**src/rtl/fp_normalize_round_if.sv**
```systemverilog
// Handshake and datapath bundle for the normalise-and-round stage.
// The master side drives operands and out_ready; the slave side is the stage itself.
interface fp_normalize_round_if #(
  parameter int EXP_W = 5,
  parameter int MAN_W = 10
);
  logic                   in_valid;
  logic                   in_ready;
  logic                   in_sign;
  logic [EXP_W-1:0]       in_exp;
  logic                   in_carry;
  logic [MAN_W:0]         in_man;
  logic [2:0]             in_grs;
  logic [1:0]             in_rm;
  logic                   out_valid;
  logic                   out_ready;
  logic [EXP_W+MAN_W:0]   out_result;
  logic [3:0]             out_flags;

  modport master (
    output in_valid, in_sign, in_exp, in_carry, in_man, in_grs, in_rm, out_ready,
    input  in_ready, out_valid, out_result, out_flags
  );

  modport slave (
    input  in_valid, in_sign, in_exp, in_carry, in_man, in_grs, in_rm, out_ready,
    output in_ready, out_valid, out_result, out_flags
  );
endinterface

```
**src/rtl/fp_normalize_round.sv**
```systemverilog
// Normalise-and-round stage for the FP adder: one right shift or left shifts, four rounding modes, flags.
// Define FPNR_FAST_NORM_EN to do the whole left normalisation in a single NORM cycle.
//
// state | meaning
// IDLE  | ready for an operand; right shift on adder carry happens at capture
// NORM  | left-shifting until the hidden bit is set or the exponent reaches 1
// ROUND | apply rounding increment, detect overflow, build result and flags
// DONE  | result held until out_ready
module fp_normalize_round #(
  parameter int EXP_W = 5,
  parameter int MAN_W = 10
) (
  input logic               clk,
  input logic               rst_n,
  fp_normalize_round_if.slave bus
);
  localparam int EW = EXP_W + 1;
  localparam int RW = EXP_W + MAN_W + 1;
  localparam logic [EXP_W-1:0] EXP_ONES = '1;

  typedef enum logic [1:0] {IDLE, NORM, ROUND, DONE} state_t;

  state_t           state, state_nx;
  logic             sign_q, sign_nx;
  logic [EW-1:0]    exp_q, exp_nx;
  logic [MAN_W:0]   man_q, man_nx;
  logic             g_q, g_nx, r_q, r_nx, s_q, s_nx;
  logic [1:0]       rm_q, rm_nx;
  logic             ez_q, ez_nx;
  logic [RW-1:0]    res_q, res_nx;
  logic [3:0]       flg_q, flg_nx;

  logic             inc, inexact, sub, ovf, to_inf;
  logic [MAN_W+1:0] sum;
  logic [EW-1:0]    e_rnd;
  logic [MAN_W-1:0] frac;
`ifdef FPNR_FAST_NORM_EN
  logic [MAN_W+2:0] nv;
  int               lz, shamt;
`endif

  always_ff @(posedge clk or negedge rst_n) begin
    if (!rst_n) begin
      state  <= IDLE;
      sign_q <= 1'b0;
      exp_q  <= '0;
      man_q  <= '0;
      g_q    <= 1'b0;
      r_q    <= 1'b0;
      s_q    <= 1'b0;
      rm_q   <= '0;
      ez_q   <= 1'b0;
      res_q  <= '0;
      flg_q  <= '0;
    end else begin
      state  <= state_nx;
      sign_q <= sign_nx;
      exp_q  <= exp_nx;
      man_q  <= man_nx;
      g_q    <= g_nx;
      r_q    <= r_nx;
      s_q    <= s_nx;
      rm_q   <= rm_nx;
      ez_q   <= ez_nx;
      res_q  <= res_nx;
      flg_q  <= flg_nx;
    end
  end

  always_comb begin
    state_nx = state;
    sign_nx  = sign_q;
    exp_nx   = exp_q;
    man_nx   = man_q;
    g_nx     = g_q;
    r_nx     = r_q;
    s_nx     = s_q;
    rm_nx    = rm_q;
    ez_nx    = ez_q;
    res_nx   = res_q;
    flg_nx   = flg_q;
    inc      = 1'b0;
    inexact  = 1'b0;
    sub      = 1'b0;
    ovf      = 1'b0;
    to_inf   = 1'b0;
    sum      = '0;
    e_rnd    = '0;
    frac     = '0;
`ifdef FPNR_FAST_NORM_EN
    nv       = '0;
    lz       = 0;
    shamt    = 0;
`endif
    case (state)
      IDLE: begin
        if (bus.in_valid) begin
          sign_nx = bus.in_sign;
          rm_nx   = bus.in_rm;
          ez_nx   = (bus.in_exp == '0);
          if (bus.in_carry) begin
            man_nx   = {1'b1, bus.in_man[MAN_W:1]};
            g_nx     = bus.in_man[0];
            r_nx     = bus.in_grs[2];
            s_nx     = bus.in_grs[1] | bus.in_grs[0];
            exp_nx   = {1'b0, bus.in_exp} + EW'(1);
            state_nx = ROUND;
          end else begin
            man_nx             = bus.in_man;
            {g_nx, r_nx, s_nx} = bus.in_grs;
            exp_nx             = {1'b0, bus.in_exp};
            if (bus.in_man == '0 && bus.in_grs == '0)
              state_nx = ROUND;
            else if (!bus.in_man[MAN_W] && bus.in_exp > EXP_W'(1))
              state_nx = NORM;
            else
              state_nx = ROUND;
          end
        end
      end
`ifdef FPNR_FAST_NORM_EN
      NORM: begin
        // guard and round shift in behind the fraction; sticky stays put
        nv = {man_q, g_q, r_q};
        lz = MAN_W + 3;
        for (int i = 0; i < MAN_W + 3; i++)
          if (nv[i]) lz = MAN_W + 2 - i;
        shamt = (lz > int'(exp_q) - 1) ? int'(exp_q) - 1 : lz;
        nv = nv << shamt;
        {man_nx, g_nx, r_nx} = nv;
        exp_nx   = exp_q - EW'(shamt);
        state_nx = ROUND;
      end
`else
      NORM: begin
        man_nx = {man_q[MAN_W-1:0], g_q};
        g_nx   = r_q;
        r_nx   = 1'b0;
        exp_nx = exp_q - EW'(1);
        if (man_nx[MAN_W] || exp_nx == EW'(1))
          state_nx = ROUND;
      end
`endif
      ROUND: begin
        inexact = g_q | r_q | s_q;
        case (rm_q)
          2'b00:   inc = g_q & (r_q | s_q | man_q[0]);
          2'b01:   inc = 1'b0;
          2'b10:   inc = !sign_q & inexact;
          default: inc = sign_q & inexact;
        endcase
        sum = {1'b0, man_q} + {{(MAN_W+1){1'b0}}, inc};
        sub = !man_q[MAN_W] || ez_q;
        if (sum[MAN_W+1]) begin
          e_rnd = exp_q + EW'(1);
          frac  = '0;
        end else if (sub) begin
          // a subnormal that rounds into the hidden bit becomes the smallest normal
          e_rnd = sum[MAN_W] ? EW'(1) : EW'(0);
          frac  = sum[MAN_W-1:0];
        end else begin
          e_rnd = exp_q;
          frac  = sum[MAN_W-1:0];
        end
        ovf = (e_rnd >= {1'b0, EXP_ONES});
        if (ovf) begin
          to_inf = (rm_q == 2'b00) || (rm_q == 2'b10 && !sign_q) || (rm_q == 2'b11 && sign_q);
          res_nx = to_inf ? {sign_q, EXP_ONES, {MAN_W{1'b0}}}
                          : {sign_q, EXP_ONES - EXP_W'(1), {MAN_W{1'b1}}};
          flg_nx = 4'b1010;
        end else begin
          res_nx = {sign_q, e_rnd[EXP_W-1:0], frac};
          flg_nx = {1'b0, (e_rnd == '0) && inexact, inexact, (e_rnd == '0) && (frac == '0)};
        end
        state_nx = DONE;
      end
      DONE: begin
        if (bus.out_ready) state_nx = IDLE;
      end
      default: state_nx = IDLE;
    endcase
  end

  assign bus.in_ready   = (state == IDLE);
  assign bus.out_valid  = (state == DONE);
  assign bus.out_result = res_q;
  assign bus.out_flags  = flg_q;
endmodule
```
**src/flat_wrapper.sv**
```systemverilog
// flat-port wrapper written by rule: the top's interface ports become plain ports
module fp_normalize_round_flat 
#(
  parameter int EXP_W = 5,
  parameter int MAN_W = 10
)
  (clk, rst_n, bus_in_valid, bus_in_sign, bus_in_exp, bus_in_carry, bus_in_man, bus_in_grs, bus_in_rm, bus_out_ready, bus_in_ready, bus_out_valid, bus_out_result, bus_out_flags);
  fp_normalize_round_if #(.EXP_W(EXP_W), .MAN_W(MAN_W)) bus_i ();
  input logic clk;
  input logic rst_n;
  input wire logic [$bits(bus_i.in_valid)-1:0] bus_in_valid;
  input wire logic [$bits(bus_i.in_sign)-1:0] bus_in_sign;
  input wire logic [$bits(bus_i.in_exp)-1:0] bus_in_exp;
  input wire logic [$bits(bus_i.in_carry)-1:0] bus_in_carry;
  input wire logic [$bits(bus_i.in_man)-1:0] bus_in_man;
  input wire logic [$bits(bus_i.in_grs)-1:0] bus_in_grs;
  input wire logic [$bits(bus_i.in_rm)-1:0] bus_in_rm;
  input wire logic [$bits(bus_i.out_ready)-1:0] bus_out_ready;
  output wire logic [$bits(bus_i.in_ready)-1:0] bus_in_ready;
  output wire logic [$bits(bus_i.out_valid)-1:0] bus_out_valid;
  output wire logic [$bits(bus_i.out_result)-1:0] bus_out_result;
  output wire logic [$bits(bus_i.out_flags)-1:0] bus_out_flags;
  assign bus_i.in_valid = bus_in_valid;
  assign bus_i.in_sign = bus_in_sign;
  assign bus_i.in_exp = bus_in_exp;
  assign bus_i.in_carry = bus_in_carry;
  assign bus_i.in_man = bus_in_man;
  assign bus_i.in_grs = bus_in_grs;
  assign bus_i.in_rm = bus_in_rm;
  assign bus_i.out_ready = bus_out_ready;
  assign bus_in_ready = bus_i.in_ready;
  assign bus_out_valid = bus_i.out_valid;
  assign bus_out_result = bus_i.out_result;
  assign bus_out_flags = bus_i.out_flags;
  fp_normalize_round #(.EXP_W(EXP_W), .MAN_W(MAN_W)) u_core (.clk(clk), .rst_n(rst_n), .bus(bus_i));
endmodule
```
**config.mk**
```make
export PLATFORM = sky130hd
export DESIGN_NAME = fp_normalize_round_flat
export DESIGN_NICKNAME = d
export VERILOG_FILES = /design/src/rtl/fp_normalize_round_if.sv /design/src/rtl/fp_normalize_round.sv /design/src/flat_wrapper.sv
export SDC_FILE = /design/constraint.sdc
export NUM_CORES = 1
export LEC_CHECK = 0
export BUFFER_PORTS_ARGS = -buffer_cell sky130_fd_sc_hd__buf_2
export CAP_MARGIN = 20
export CORE_AREA = 2 2 99 101
export DETAILED_ROUTE_END_ITERATION = 8
export DIE_AREA = 0 0 101 103
export PLACE_DENSITY = 0.49
export SETUP_SLACK_MARGIN = 0.2
export SLEW_MARGIN = 10
export SYNTH_ARGS = -nofsm -noshare
export SYNTH_HDL_FRONTEND = slang
export SYNTH_SLANG_ARGS = --single-unit
```
**constraint.sdc**
```tcl
create_clock -name clk -period 4.01 [get_ports clk]
set_input_delay 0.6015 -clock clk [delete_from_list [all_inputs] [get_ports clk]]
set_output_delay 0.6015 -clock clk [all_outputs]
set_load 0.005 [all_outputs]
```
== Yosys cells after proc, flatten, opt, wreduce, memory -nomap -nowiden ==
Cells that the tools add are included.

* $add $sub $neg: 4
* $lt $le $gt $ge: 2
* Equality and inequality tests: 10
* Muxes and demuxes: 31
* Bitwise operators: 8
* Reduce and logical (&&, ||, !) cells: 24

{| class="wikitable"
|+ Operator list
! operator !! number
|-
| $mux 11 || 3
|-
| $mux 6 || 5
|-
| $pmux 11 s2 || 1
|-
| $mux 10 || 2
|-
| $mux 15 || 1
|-
| $add 11x1->12 || 1
|-
| $mux 2 || 6
|-
| $pmux 6 s2 || 1
|-
| $logic_not 11->1 || 1
|-
| $logic_not 10->1 || 1
|-
| $eq 2x2->1 const B || 4
|-
| $pmux 2 s4 || 1
|-
| $mux 1 || 7
|-
| $add 5x1->6 const B || 1
|-
| $add 6x1->6 const B || 1
|-
| $eq 6x1->1 const B || 1
|-
| $ge 6x5->1 const B || 1
|-
| $logic_and 1x1->1 || 6
|-
| $logic_not 6->1 || 1
|-
| $sub 6x1->6 const B || 1
|-
| $gt 5x1->1 const B || 1
|-
| $logic_not 5->1 || 1
|-
| $or 1x1->1 || 5
|-
| $eq 2x1->1 const B || 2
|-
| other kinds (13) || 24
|}

* Register bits: 46
* Bits of input ports: 27
* Output and inout port bits: 22
* Logic and storage cells: 90

== Logic depth before layout (Yosys ltp) ==
* Word-level depth: 13
* Depth in mapped cells: 16

== Least setup slack after synthesis ==
OpenSTA, ideal clock, no wires.

* Path kind: register -> register
* Start point: register u_core.rm_q[1]
* End point: register u_core.res_q[8], in the netlist u_core.bus.out_result[8]
* Data arrival time: 3320 ps
* Setup slack: 604 ps
* Cell stages (with the launch flop): 16
* Buffers on the path: 2
* Period minus slack after synthesis: 3406 ps
* Cell sequence: dfrtp_1 nor2b_1 ha_1 nor2_1 nand2_1 nand2_1 ha_1 nand4_4 or4_1 buf_2 or4b_1 nand3_1 a31oi_1 or4_4 buf_6 o221ai_2

* Longest elaborated chain between the ends: 10
* Elaborated cells between the ends (all ways): 20

{| class="wikitable"
|+ RTL lines
! element !! RTL line !! RTL
|-
| start, declared || fp_normalize_round.sv:28 || <nowiki>logic [1:0] rm_q, rm_nx;</nowiki>
|-
| start signal, assigned || fp_normalize_round.sv:63 || <nowiki>rm_q <= rm_nx;</nowiki>
|-
| $eq 2x2->1, or another cell as far along || fp_normalize_round.sv:146, fp_normalize_round.sv:167 ||
|-
| $pmux 1 s3 || fp_normalize_round.sv:146 || <nowiki>case (rm_q)</nowiki>
|-
| $mux 1 || fp_normalize_round.sv:95 || <nowiki>case (state)</nowiki>
|-
| $add 11x1->12 || fp_normalize_round.sv:152 || <nowiki>sum = {1'b0, man_q} + {{(MAN_W+1){1'b0}}, inc};</nowiki>
|-
| $mux 1 || fp_normalize_round.sv:159 || <nowiki>e_rnd = sum[MAN_W] ? EW'(1) : EW'(0);</nowiki>
|-
| $mux 6 || fp_normalize_round.sv:157 || <nowiki>end else if (sub) begin</nowiki>
|-
| $mux 6 || fp_normalize_round.sv:154 || <nowiki>if (sum[MAN_W+1]) begin</nowiki>
|-
| $mux 6 || fp_normalize_round.sv:95 ||
|-
| $ge 6x5->1 || fp_normalize_round.sv:165 || <nowiki>ovf = (e_rnd >= {1'b0, EXP_ONES});</nowiki>
|-
| $mux 15 (*) || fp_normalize_round.sv:166 || <nowiki>if (ovf) begin</nowiki>
|-
| end signal, assigned || fp_normalize_round.sv:65 || <nowiki>res_q <= res_nx;</nowiki>
|-
| end, declared || fp_normalize_round.sv:30 || <nowiki>logic [RW-1:0] res_q, res_nx;</nowiki>
|}

Every way passes the cells marked *; elsewhere a longest branch is shown, timed or not. The select of a mux whose other input is x is not followed.
A chain may end at the register's enable or synchronous reset.

== Final worst setup path ==
* Start point: register u_core.rm_q[1]
* End point: register u_core.res_q[10], in the netlist u_core.bus.out_result[10]

The elaborated chain is that of the path after synthesis.

==> results.sh <==
export IMPL_hold_path_class="input pin to asynchronous set/reset pin"
export IMPL_irDropWorstVdd_v=0.000194
export IMPL_first_pass_iters=5
export IMPL_wl_per_cell_um=15.5
export IMPL_regArea_um2=1150
export IMPL_r2r_slack_ps=390
export IMPL_p_per_area_nw_per_um2=715
export IMPL_die_h_um=103
export IMPL_ys_types=57
export IMPL_reg2regPathDepth=13
export IMPL_multiInputGateArea_um2=1830
export IMPL_yosysWarnings=0
export IMPL_cts_sinks=46
export IMPL_numPortBuffers=48
export IMPL_worstSetupStartpointType="flip-flop"
export IMPL_status="finished clean"
export IMPL_clk_latency_ps=310
export IMPL_die_w_um=101
export IMPL_place_congestion=0.889
export IMPL_num_rows=36
export IMPL_clockRootBuffer="clkbuf_8"
export IMPL_dr_total_vias=2839
export IMPL_area_growth_pct=14.2
export IMPL_synth_seq_cells=46
export IMPL_fmax_ghz=0.276
export IMPL_end_kind="flip-flop"
export IMPL_core_um2=9460
export IMPL_p_leak_nw=1.61
export IMPL_grt_pass1_vias=2588
export IMPL_drv_slew=0
export IMPL_synth_edf_count=0
export IMPL_slew_headroom=0.622
export IMPL_grt_setup_unrepaired="yes"
export IMPL_maxCapViolCount=0
export IMPL_dp_hpwl_um=6200
export IMPL_drt_initial_drc_count=108
export IMPL_nets=453
export IMPL_hold_ws_ps=224
export IMPL_worstPathArrival_ps=3820
export IMPL_grt_max_degree=47
export IMPL_start_util=0.337
export IMPL_syn_nets=414
export IMPL_synthCells=374
export IMPL_worstSetupPathType="flip-flop to flip-flop"
export IMPL_post_route_period_util=0.902
export IMPL_drt_total_wl_um=8180
export IMPL_final_setup_tns_ps=0
export IMPL_skew_ps=11.6
export IMPL_drive_above_1_share=0.210
export IMPL_ios=49
export IMPL_numCtsBuffers=5
export IMPL_dieArea_um2=10400
export IMPL_drc=0
export IMPL_postRouteAntennaNets=0
export IMPL_cts_tree="done"
export IMPL_synthTopCellsByArea="dfrtp_1 (36%), ha_1 (5.1%), a21oi_1 (5.0%), o221ai_2 (4.7%), o21ai_0 (4.5%)"
export IMPL_cts_setup_buffers=0
export IMPL_finalPower_mw=2.60
export IMPL_hold_viol_final=0
export IMPL_avgSynthCellArea_um2=8.53
export IMPL_ys_seq_area_frac=0.361
export IMPL_fillCellCount=1010
export IMPL_clk_pin_slew_ps=90
export IMPL_diodes=0
export IMPL_grt_pass1_wl_um=13700
export IMPL_cts_path_max_buffers=2
export IMPL_tightest_slew_ps=567
export IMPL_grtUsageTotal=0.167
export IMPL_cp_max_fo=11
export IMPL_setup_viol=0
export IMPL_ys_async_sr_fraction=1.00
export IMPL_dominantRegCellSynth="dfrtp_1"
export IMPL_netlist_area_um2=3190
export IMPL_yosysTopAreaCell="dfrtp_1"
export IMPL_min_period_ps=3620
export IMPL_antenna_found_initial=0
export IMPL_crit_required_ps=4210
export IMPL_htree_levels=2
export IMPL_grt_overflow=0
export IMPL_routed_via_density=5.38
export IMPL_synth_top_area_frac=0.361
[path summary, 6_finish.rpt]
check                                   startpoint                   endpoint
hold reg to reg            u_core.bus.out_flags[3]    u_core.bus.out_flags[3]
setup reg to reg                    u_core.rm_q[1]  u_core.bus.out_result[10]
hold / removal                               rst_n           u_core.man_q[10]
max in group asynchronous                    rst_n              u_core.sign_q
min in group clk           u_core.bus.out_flags[3]    u_core.bus.out_flags[3]
setup / recovery                    u_core.rm_q[1]  u_core.bus.out_result[10]
[worst max-delay path, cell delays in order, from the launching register on]
cell and delay, ps:
dfrtp_1 430, nor2b_1 150, ha_1 260, nor2_1 100, nand2_1 50, nand2_1 120
ha_2 250, nand4_4 160, or4_1 560, or4b_1 520, nand3_1 110, a31oi_1 80
or4_4 560, o221a_2 170
[cells in the mapped netlist (all sizes together), types with 5 or more instances]
library cell and instances:
ha 13, o22a 5, dfrtp 46, o221ai 12, buf 6, nor4 5, nor2 34, nand2 37
inv 29, a21oi 32, nor3 6, nand4 8, nand3 9, xnor2 11, o21ai 29, clkbuf 18
mux2i 13
[power breakdown]
part           total, mW  internal, mW  switching, mW  leakage [nW]
Clock              0.304         0.139          0.165        0.0472
Sequential         0.976         0.675          0.301         0.568
Combinational       1.32         0.576          0.748         0.995
Total               2.60          1.39           1.21          1.61
[per-layer routing]
metal  share of wire  track usage
met1            0.50        0.248
met5               0            0
met4           0.019       0.0509
met3           0.043       0.0231
met2            0.44        0.251
[per-stage QoR]
step / std cells / instance area [um^2] / util / setup slack [ps]
after detailed placement: 519 / 3530 / 0.373 / 366
after global routing: 528 / 3640 / 0.385 / 194
final: 528 / 3640 / 0.385 / 393
after CTS: 527 / 3620 / 0.383 / 342
after floorplan: 374 / 3190 / - / 604
after global placement: 519 / 3530 / 0.373 / 438
[timing repair]
item                       4_1_cts  5_1_grt
hold buffers                     0        0
setup endpoints to repair        0        6
resized for setup                0        1
[cell families (layout without fill, tap and decap cells)]
logic type,after synthesis,in the layout,synth area share
AOI/OAI and AO/OA,105,105,0.228
DFF,46,46,0.361
buffers and inverters,53,93,0.0670
and+or+nand+nor,125,125,0.197
adders and majority gates,13,13,0.0510
xor gates and xnor gates,15,15,0.0412
muxes,17,17,0.0549
[registers in the layout, summed over array words and instances, names as in the netlist]
| signal | flops |
|---|---|
| u_core.man_q | 11 |
| u_core.ez_q | 1 |
| u_core.state | 2 |
| u_core.sign_q | 1 |
| u_core.g_q | 1 |
| u_core.bus.out_flags | 4 |
| u_core.r_q | 1 |
| u_core.rm_q | 2 |
| u_core.s_q | 1 |
| u_core.bus.out_result | 16 |
| u_core.exp_q | 6 |
[cell type report]
cell class	count	area share
Clock buffer	6	0.0227
Clock inverter	2	0.00343
Inverter	29	0.0299
Multi-Input combinational cell	275	0.503
Sequential cell	46	0.316
Tap cell	114	0.0391
Timing Repair Buffer	56	0.0859
[cells in the final DEF (no fill, tap or decap), drive strengths merged, types with 6 or more instances in the layout]
cell type / n
nand2: 37
nand3: 9
nor2: 34
xnor2: 11
clkbuf: 6
nand4: 8
o221ai: 12
mux2i: 13
buf: 56
ha: 13
o21ai: 29
a21oi: 32
nor3: 6
inv: 29
dfrtp: 46
Power figures use the tool's default switching activity.
